## config.mk

```make
export PLATFORM = sky130hd
export DESIGN_NAME = dct_mac_seq_flat
export DESIGN_NICKNAME = d
export VERILOG_FILES = /design/src/rtl/dct_mac_seq_if.sv /design/src/rtl/dct_mac_seq.sv /design/src/flat_wrapper.sv
export SDC_FILE = /design/constraint.sdc
export NUM_CORES = 1
export LEC_CHECK = 0
export ABC_CLOCK_PERIOD_IN_PS = 1900
export CORE_MARGIN = 4
export CORE_UTILIZATION = 49
export CTS_CLUSTER_SIZE = 16
export DETAILED_ROUTE_END_ITERATION = 6
export GPL_TIMING_DRIVEN = 0
export PLACE_DENSITY = 0.76
export SYNTH_ARGS = -nofsm -noshare
export SYNTH_HDL_FRONTEND = slang
export SYNTH_SLANG_ARGS = --single-unit
```

## constraint.sdc

```tcl
create_clock -name clk_i -period 1.9 [get_ports clk_i]
set_clock_uncertainty 0.05 [all_clocks]
set_input_delay 0.38 -clock clk_i [delete_from_list [all_inputs] [get_ports clk_i]]
set_output_delay 0.38 -clock clk_i [all_outputs]
set_load 0.01 [all_outputs]
```

## src/rtl/dct_mac_seq_if.sv

```systemverilog
// Control bundle between a DCT MAC sequencer and the block that feeds rows
// into it and collects the finished accumulator.
interface dct_mac_seq_if #(
  parameter int CNT_W = 3
);
  logic             ena;
  logic             start;
  logic             busy;
  logic [CNT_W-1:0] coef_sel;
  logic             mult_en;
  logic             acc_en;
  logic             acc_clr;
  logic             dout_valid;
  logic             dout_ready;
  logic             overrun;

  // Requester / consumer side.
  modport master (
    output ena, start, dout_ready,
    input  busy, coef_sel, mult_en, acc_en, acc_clr, dout_valid, overrun
  );

  // Sequencer side.
  modport slave (
    input  ena, start, dout_ready,
    output busy, coef_sel, mult_en, acc_en, acc_clr, dout_valid, overrun
  );
endinterface

```

## src/rtl/dct_mac_seq.sv

```systemverilog
// Sequencer for one DCT MAC unit: on each accepted start it issues TAPS
// coefficient/sample selects with the product-stage enable, delays that
// enable (and a tap-0 marker) by MULT_LAT cycles to drive the accumulator,
// then holds the finished result under a valid/ready handshake.
// All outputs are registered; ena low freezes everything.
module dct_mac_seq #(
  parameter int TAPS     = 8,
  parameter int CNT_W    = 3,
  parameter int MULT_LAT = 1
) (
  input  logic         clk_i,
  input  logic         rst_ni,
  dct_mac_seq_if.slave bus
);

  localparam int                DCNT_W     = 2;
  localparam logic [CNT_W-1:0]  LAST_TAP   = CNT_W'(TAPS - 1);
  localparam logic [DCNT_W-1:0] LAST_DRAIN = DCNT_W'(MULT_LAT - 1);

  typedef enum logic [1:0] {
    S_IDLE,
    S_ISSUE,
    S_DRAIN,
    S_HOLD
  } state_e;

  state_e              state_q,   state_d;
  logic [CNT_W-1:0]    coef_q,    coef_d;
  logic [DCNT_W-1:0]   dcnt_q,    dcnt_d;
  logic                mult_en_q, mult_en_d;
  logic                tap0_q,    tap0_d;
  logic                busy_q,    busy_d;
  logic                valid_q,   valid_d;
  logic                overrun_q, overrun_d;
  logic [MULT_LAT-1:0] acc_sr_q,  acc_sr_d;
  logic [MULT_LAT-1:0] clr_sr_q,  clr_sr_d;

  // Next-state and registered-output values; nothing moves while ena is low.
  always_comb begin
    state_d   = state_q;
    coef_d    = coef_q;
    dcnt_d    = dcnt_q;
    mult_en_d = mult_en_q;
    tap0_d    = tap0_q;
    busy_d    = busy_q;
    valid_d   = valid_q;
    overrun_d = overrun_q;
    if (bus.ena) begin
      unique case (state_q)
        S_IDLE: begin
          if (bus.start) begin
            state_d   = S_ISSUE;
            coef_d    = '0;
            mult_en_d = 1'b1;
            tap0_d    = 1'b1;
            busy_d    = 1'b1;
          end
        end
        S_ISSUE: begin
          if (bus.start) overrun_d = 1'b1;
          tap0_d = 1'b0;
          if (coef_q == LAST_TAP) begin
            state_d   = S_DRAIN;
            coef_d    = '0;
            mult_en_d = 1'b0;
            dcnt_d    = '0;
          end else begin
            coef_d = coef_q + CNT_W'(1);
          end
        end
        S_DRAIN: begin
          if (bus.start) overrun_d = 1'b1;
          if (dcnt_q == LAST_DRAIN) begin
            state_d = S_HOLD;
            busy_d  = 1'b0;
            valid_d = 1'b1;
          end else begin
            dcnt_d = dcnt_q + DCNT_W'(1);
          end
        end
        S_HOLD: begin
          if (bus.dout_ready) begin
            valid_d = 1'b0;
            if (bus.start) begin
              // Back-to-back: first tap issues in the very next cycle.
              state_d   = S_ISSUE;
              coef_d    = '0;
              mult_en_d = 1'b1;
              tap0_d    = 1'b1;
              busy_d    = 1'b1;
            end else begin
              state_d = S_IDLE;
            end
          end else if (bus.start) begin
            overrun_d = 1'b1;
          end
        end
        default: state_d = S_IDLE;
      endcase
    end
  end

  // Delay lines matching the multiplier latency: product enable and tap-0 marker.
  always_comb begin
    acc_sr_d = acc_sr_q;
    clr_sr_d = clr_sr_q;
    if (bus.ena) begin
      acc_sr_d[0] = mult_en_q;
      clr_sr_d[0] = tap0_q;
      for (int i = 1; i < MULT_LAT; i++) begin
        acc_sr_d[i] = acc_sr_q[i-1];
        clr_sr_d[i] = clr_sr_q[i-1];
      end
    end
  end

  // State and output registers; reset discards any partial result.
  always_ff @(posedge clk_i or negedge rst_ni) begin
    if (!rst_ni) begin
      state_q   <= S_IDLE;
      coef_q    <= '0;
      dcnt_q    <= '0;
      mult_en_q <= 1'b0;
      tap0_q    <= 1'b0;
      busy_q    <= 1'b0;
      valid_q   <= 1'b0;
      overrun_q <= 1'b0;
      acc_sr_q  <= '0;
      clr_sr_q  <= '0;
    end else begin
      state_q   <= state_d;
      coef_q    <= coef_d;
      dcnt_q    <= dcnt_d;
      mult_en_q <= mult_en_d;
      tap0_q    <= tap0_d;
      busy_q    <= busy_d;
      valid_q   <= valid_d;
      overrun_q <= overrun_d;
      acc_sr_q  <= acc_sr_d;
      clr_sr_q  <= clr_sr_d;
    end
  end

  assign bus.busy       = busy_q;
  assign bus.coef_sel   = coef_q;
  assign bus.mult_en    = mult_en_q;
  assign bus.acc_en     = acc_sr_q[MULT_LAT-1];
  assign bus.acc_clr    = clr_sr_q[MULT_LAT-1];
  assign bus.dout_valid = valid_q;
  assign bus.overrun    = overrun_q;

endmodule

```

## src/flat_wrapper.sv

```systemverilog
// flat-port wrapper written by rule: the top's interface ports become plain ports
module dct_mac_seq_flat 
#(
  parameter int TAPS     = 8,
  parameter int CNT_W    = 3,
  parameter int MULT_LAT = 1
)
  (clk_i, rst_ni, bus_ena, bus_start, bus_dout_ready, bus_busy, bus_coef_sel, bus_mult_en, bus_acc_en, bus_acc_clr, bus_dout_valid, bus_overrun);
  dct_mac_seq_if #(.CNT_W(CNT_W)) bus_i ();
  input  logic clk_i;
  input  logic rst_ni;
  input wire logic [$bits(bus_i.ena)-1:0] bus_ena;
  input wire logic [$bits(bus_i.start)-1:0] bus_start;
  input wire logic [$bits(bus_i.dout_ready)-1:0] bus_dout_ready;
  output wire logic [$bits(bus_i.busy)-1:0] bus_busy;
  output wire logic [$bits(bus_i.coef_sel)-1:0] bus_coef_sel;
  output wire logic [$bits(bus_i.mult_en)-1:0] bus_mult_en;
  output wire logic [$bits(bus_i.acc_en)-1:0] bus_acc_en;
  output wire logic [$bits(bus_i.acc_clr)-1:0] bus_acc_clr;
  output wire logic [$bits(bus_i.dout_valid)-1:0] bus_dout_valid;
  output wire logic [$bits(bus_i.overrun)-1:0] bus_overrun;
  assign bus_i.ena = bus_ena;
  assign bus_i.start = bus_start;
  assign bus_i.dout_ready = bus_dout_ready;
  assign bus_busy = bus_i.busy;
  assign bus_coef_sel = bus_i.coef_sel;
  assign bus_mult_en = bus_i.mult_en;
  assign bus_acc_en = bus_i.acc_en;
  assign bus_acc_clr = bus_i.acc_clr;
  assign bus_dout_valid = bus_i.dout_valid;
  assign bus_overrun = bus_i.overrun;
  dct_mac_seq #(.TAPS(TAPS), .CNT_W(CNT_W), .MULT_LAT(MULT_LAT)) u_core (.clk_i(clk_i), .rst_ni(rst_ni), .bus(bus_i));
endmodule
```

==> flow_metrics.tcl <==
set metrics [dict create \
    status "completed" \
    syn_nets 82 \
    crit_fanout 8 \
    max_stage_delay_ns 0.40 \
    vdd_drop_max_v 0.00103 \
    synthMostInstantiatedCell "dfrtp_1" \
    grt_overflow 0 \
    antenna_found_initial 0 \
    min_period_over_period 0.905 \
    fin_crit_ns 1.72 \
    cts-root-buf "clkbuf_4" \
    required_ns 2.00 \
    cts_tree "built" \
    synthTopCellsByArea "dfrtp_1 (46%), ha_1 (13%), inv_1 (3.5%)" \
    drive_gt1_frac 0.151 \
    path_class "flop to flop" \
    clk_latency_ns 0.28 \
    wl_um 1340 \
    synth_edf_count 0 \
    power_leakage_nw 0.431 \
    die_x_um 47.4 \
    cp.arrival_ns 1.82 \
    cts_resized 0 \
    start_util 0.549 \
    setup_viol 0 \
    syn_inst 69 \
    grt_pass1_vias 516 \
    largest_reg_flops 3 \
    grt_usage 0.142 \
    regArea_sq_um 350 \
    slew_violations 0 \
    cp.buffers_inverters 2 \
    diodes 0 \
    cap_violations 0 \
    drtIter0Drc 1 \
    power_w 0.00151 \
    core-area_sq_um 1380 \
    p_seq_frac 0.342 \
    hold_violations 0 \
    post_drt_wl_per_cell_um 13.3 \
    cts.sinks 14 \
    synth_seq_cells 14 \
    worstMarginPinSlew_ns 0.621 \
    hold_class "primary input to asynchronous set/reset pin" \
    gp_congestion 0.844 \
    relSlewSlack 0.585 \
    portBuffers 13 \
    synth-warning-count 0 \
    worst_setup_path_end_kind "flop" \
    routed_via_density 5.41 \
    net-switching-power_w 0.000565 \
    multi_input_area_sq_um 372 \
    synth_top_area_cell "dfrtp_1" \
    drtPass1Iterations 2 \
    fill_cells 109 \
    nNetsFinal 100 \
    areaGrowthSynthToFinish_pct 24.4 \
    seq_area_frac_synth 0.461 \
    cts-buffers-inserted 3 \
    power.internal_w 0.000945 \
    cp-start-kind "flop" \
    clk_path_buf_depth 2 \
    ios 14 \
    p_comb_frac 0.518 \
    vias 546 \
    die_area_sq_um 2240 \
    cpLargestDelayFamily "simple AND/OR/NAND/NOR gates" \
    drc_errors 0 \
    powerDensity_nw_per_um2 1600 \
    grt_max_degree 15 \
    async_flop_share 1.00 \
    power_frac_clock 0.140 \
    syn-cell-area_sq_um 759 \
    cp_cell_sequence "inv_1 -> ha_1 -> and3b_1 -> buf_6 -> and2_2 -> a2bb2oi_1" \
    grt_pass1_wl_um 2170 \
    synthDistinctLibCells 29 \
    rsz0062_at_grt "false" \
    htreeDepth 1 \
    synth_area_per_cell_sq_um 11.0 \
    cp_slowest_cell "dfrtp_1" \
    postCtsSetupBuffers 0 \
    utilization 0.683 \
    synth_flop_cell "dfrtp_1" \
    clk_pin_slew_ns 0.08 \
    synth_common_cells "dfrtp_1 (14), ha_1 (8), inv_1 (7), nand2_1 (5)" \
    synth_top_area_share 0.461 \
    hpwl_um 1060 \
    row_count 13 \
    drt.antenna.violating_nets 0 \
    p_sw_frac 0.374 \
    max_freq_mhz 582 \
    hold_buffers 0 \
    die_h_um 47.4 \
    tns_ns 0 \
]
path summary, 6_finish.rpt:
| path | cells past startpoint | slack, ns | endpoint | start |
|---|---|---|---|---|
| setup / recovery | 6 | 0.18 | u_core.tap0_q$_DFFE_PN0P_ | u_core.state_q[0]$_DFFE_PN0P_ |
| hold / removal | 1 | 0.43 | u_core.bus.coef_sel[2]$_DFFE_PN0P_ | rst_ni |
| setup reg to reg | 6 | 0.18 | u_core.tap0_q$_DFFE_PN0P_ | u_core.state_q[0]$_DFFE_PN0P_ |
| hold reg to reg | 1 | 0.43 | u_core.bus.overrun$_DFFE_PN0P_ | u_core.bus.overrun$_DFFE_PN0P_ |
| max in group asynchronous | 1 | 0.97 | u_core.bus.dout_valid$_DFFE_PN0P_ | rst_ni |
| min in group clk_i | 1 | 0.43 | u_core.bus.overrun$_DFFE_PN0P_ | u_core.bus.overrun$_DFFE_PN0P_ |
stage by stage:
step,worst slack [ns],area [sq um],hold slack [ns],instances
5_1_grt,0.0765,945,0.473,101
6_report,0.181,945,0.430,101
2_1_floorplan,0.319,759,0.0344,69
3_3_place_gp,0.0755,908,0.409,97
4_1_cts,0.178,945,0.434,101
3_5_place_dp,0.0651,908,0.408,97
layout make-up:
type | instances | area share
Clock buffer | 4 | 0.0384
Timing Repair Buffer | 13 | 0.138
Buffer | 1 | 0.0119
Inverter | 7 | 0.0278
Tap cell | 15 | 0.0199
Sequential cell | 14 | 0.371
Multi-Input combinational cell | 47 | 0.393
placed cells by master, fill, tap and decap left out:
cell | synthesis | layout
clkdlybuf4s50_1 | 0 | 13
and2_2 | 1 | 1
o21ai_2 | 1 | 1
and3b_1 | 1 | 1
dfrtp_1 | 14 | 14
o2111ai_1 | 1 | 1
inv_1 | 7 | 7
clkbuf_4 | 0 | 3
nor2b_1 | 1 | 1
buf_6 | 1 | 1
nor2_1 | 3 | 3
nand2b_1 | 2 | 2
a31oi_1 | 2 | 2
clkbuf_8 | 0 | 1
nand2b_2 | 1 | 1
o21ai_0 | 3 | 3
ha_1 | 8 | 8
o21ai_1 | 1 | 1
nand2_1 | 5 | 5
mux2_2 | 2 | 2
a31o_2 | 1 | 1
a21bo_1 | 1 | 1
a211oi_1 | 1 | 1
a2bb2oi_1 | 1 | 1
nand3_1 | 1 | 1
o31a_1 | 1 | 1
mux2i_1 | 1 | 1
and3_1 | 1 | 1
a32o_1 | 2 | 2
a2bb2oi_2 | 1 | 1
a22o_2 | 1 | 1
a21oi_1 | 3 | 3
power by group through the flow:
stage          combinational (W)  sequential (W)  clock [W]
2_1_floorplan           0.000482        0.000547          0
3_3_place_gp            0.000766        0.000513          0
3_5_place_dp            0.000790        0.000524          0
4_1_cts                 0.000792        0.000517   0.000219
5_1_grt                 0.000874        0.000533   0.000233
6_report                0.000782        0.000517   0.000212
routing by layer:
metal	global-route usage	part of all wire	vias to the layer above
met5	0	0	-
met4	0.0663	0.021	0
met3	0.0268	0.057	5
met2	0.233	0.45	12
met1	0.179	0.47	246
li1	-	-	283
logic make-up after synthesis:
kind of cell	after synthesis	share of synthesized area
fa+ha+maj	8	0.132
simple gates	16	0.112
buf+inv	8	0.0494
flops	14	0.461
compound gates	20	0.203
mux	3	0.0428
No activity file was read; power rests on OpenSTA's default activity.
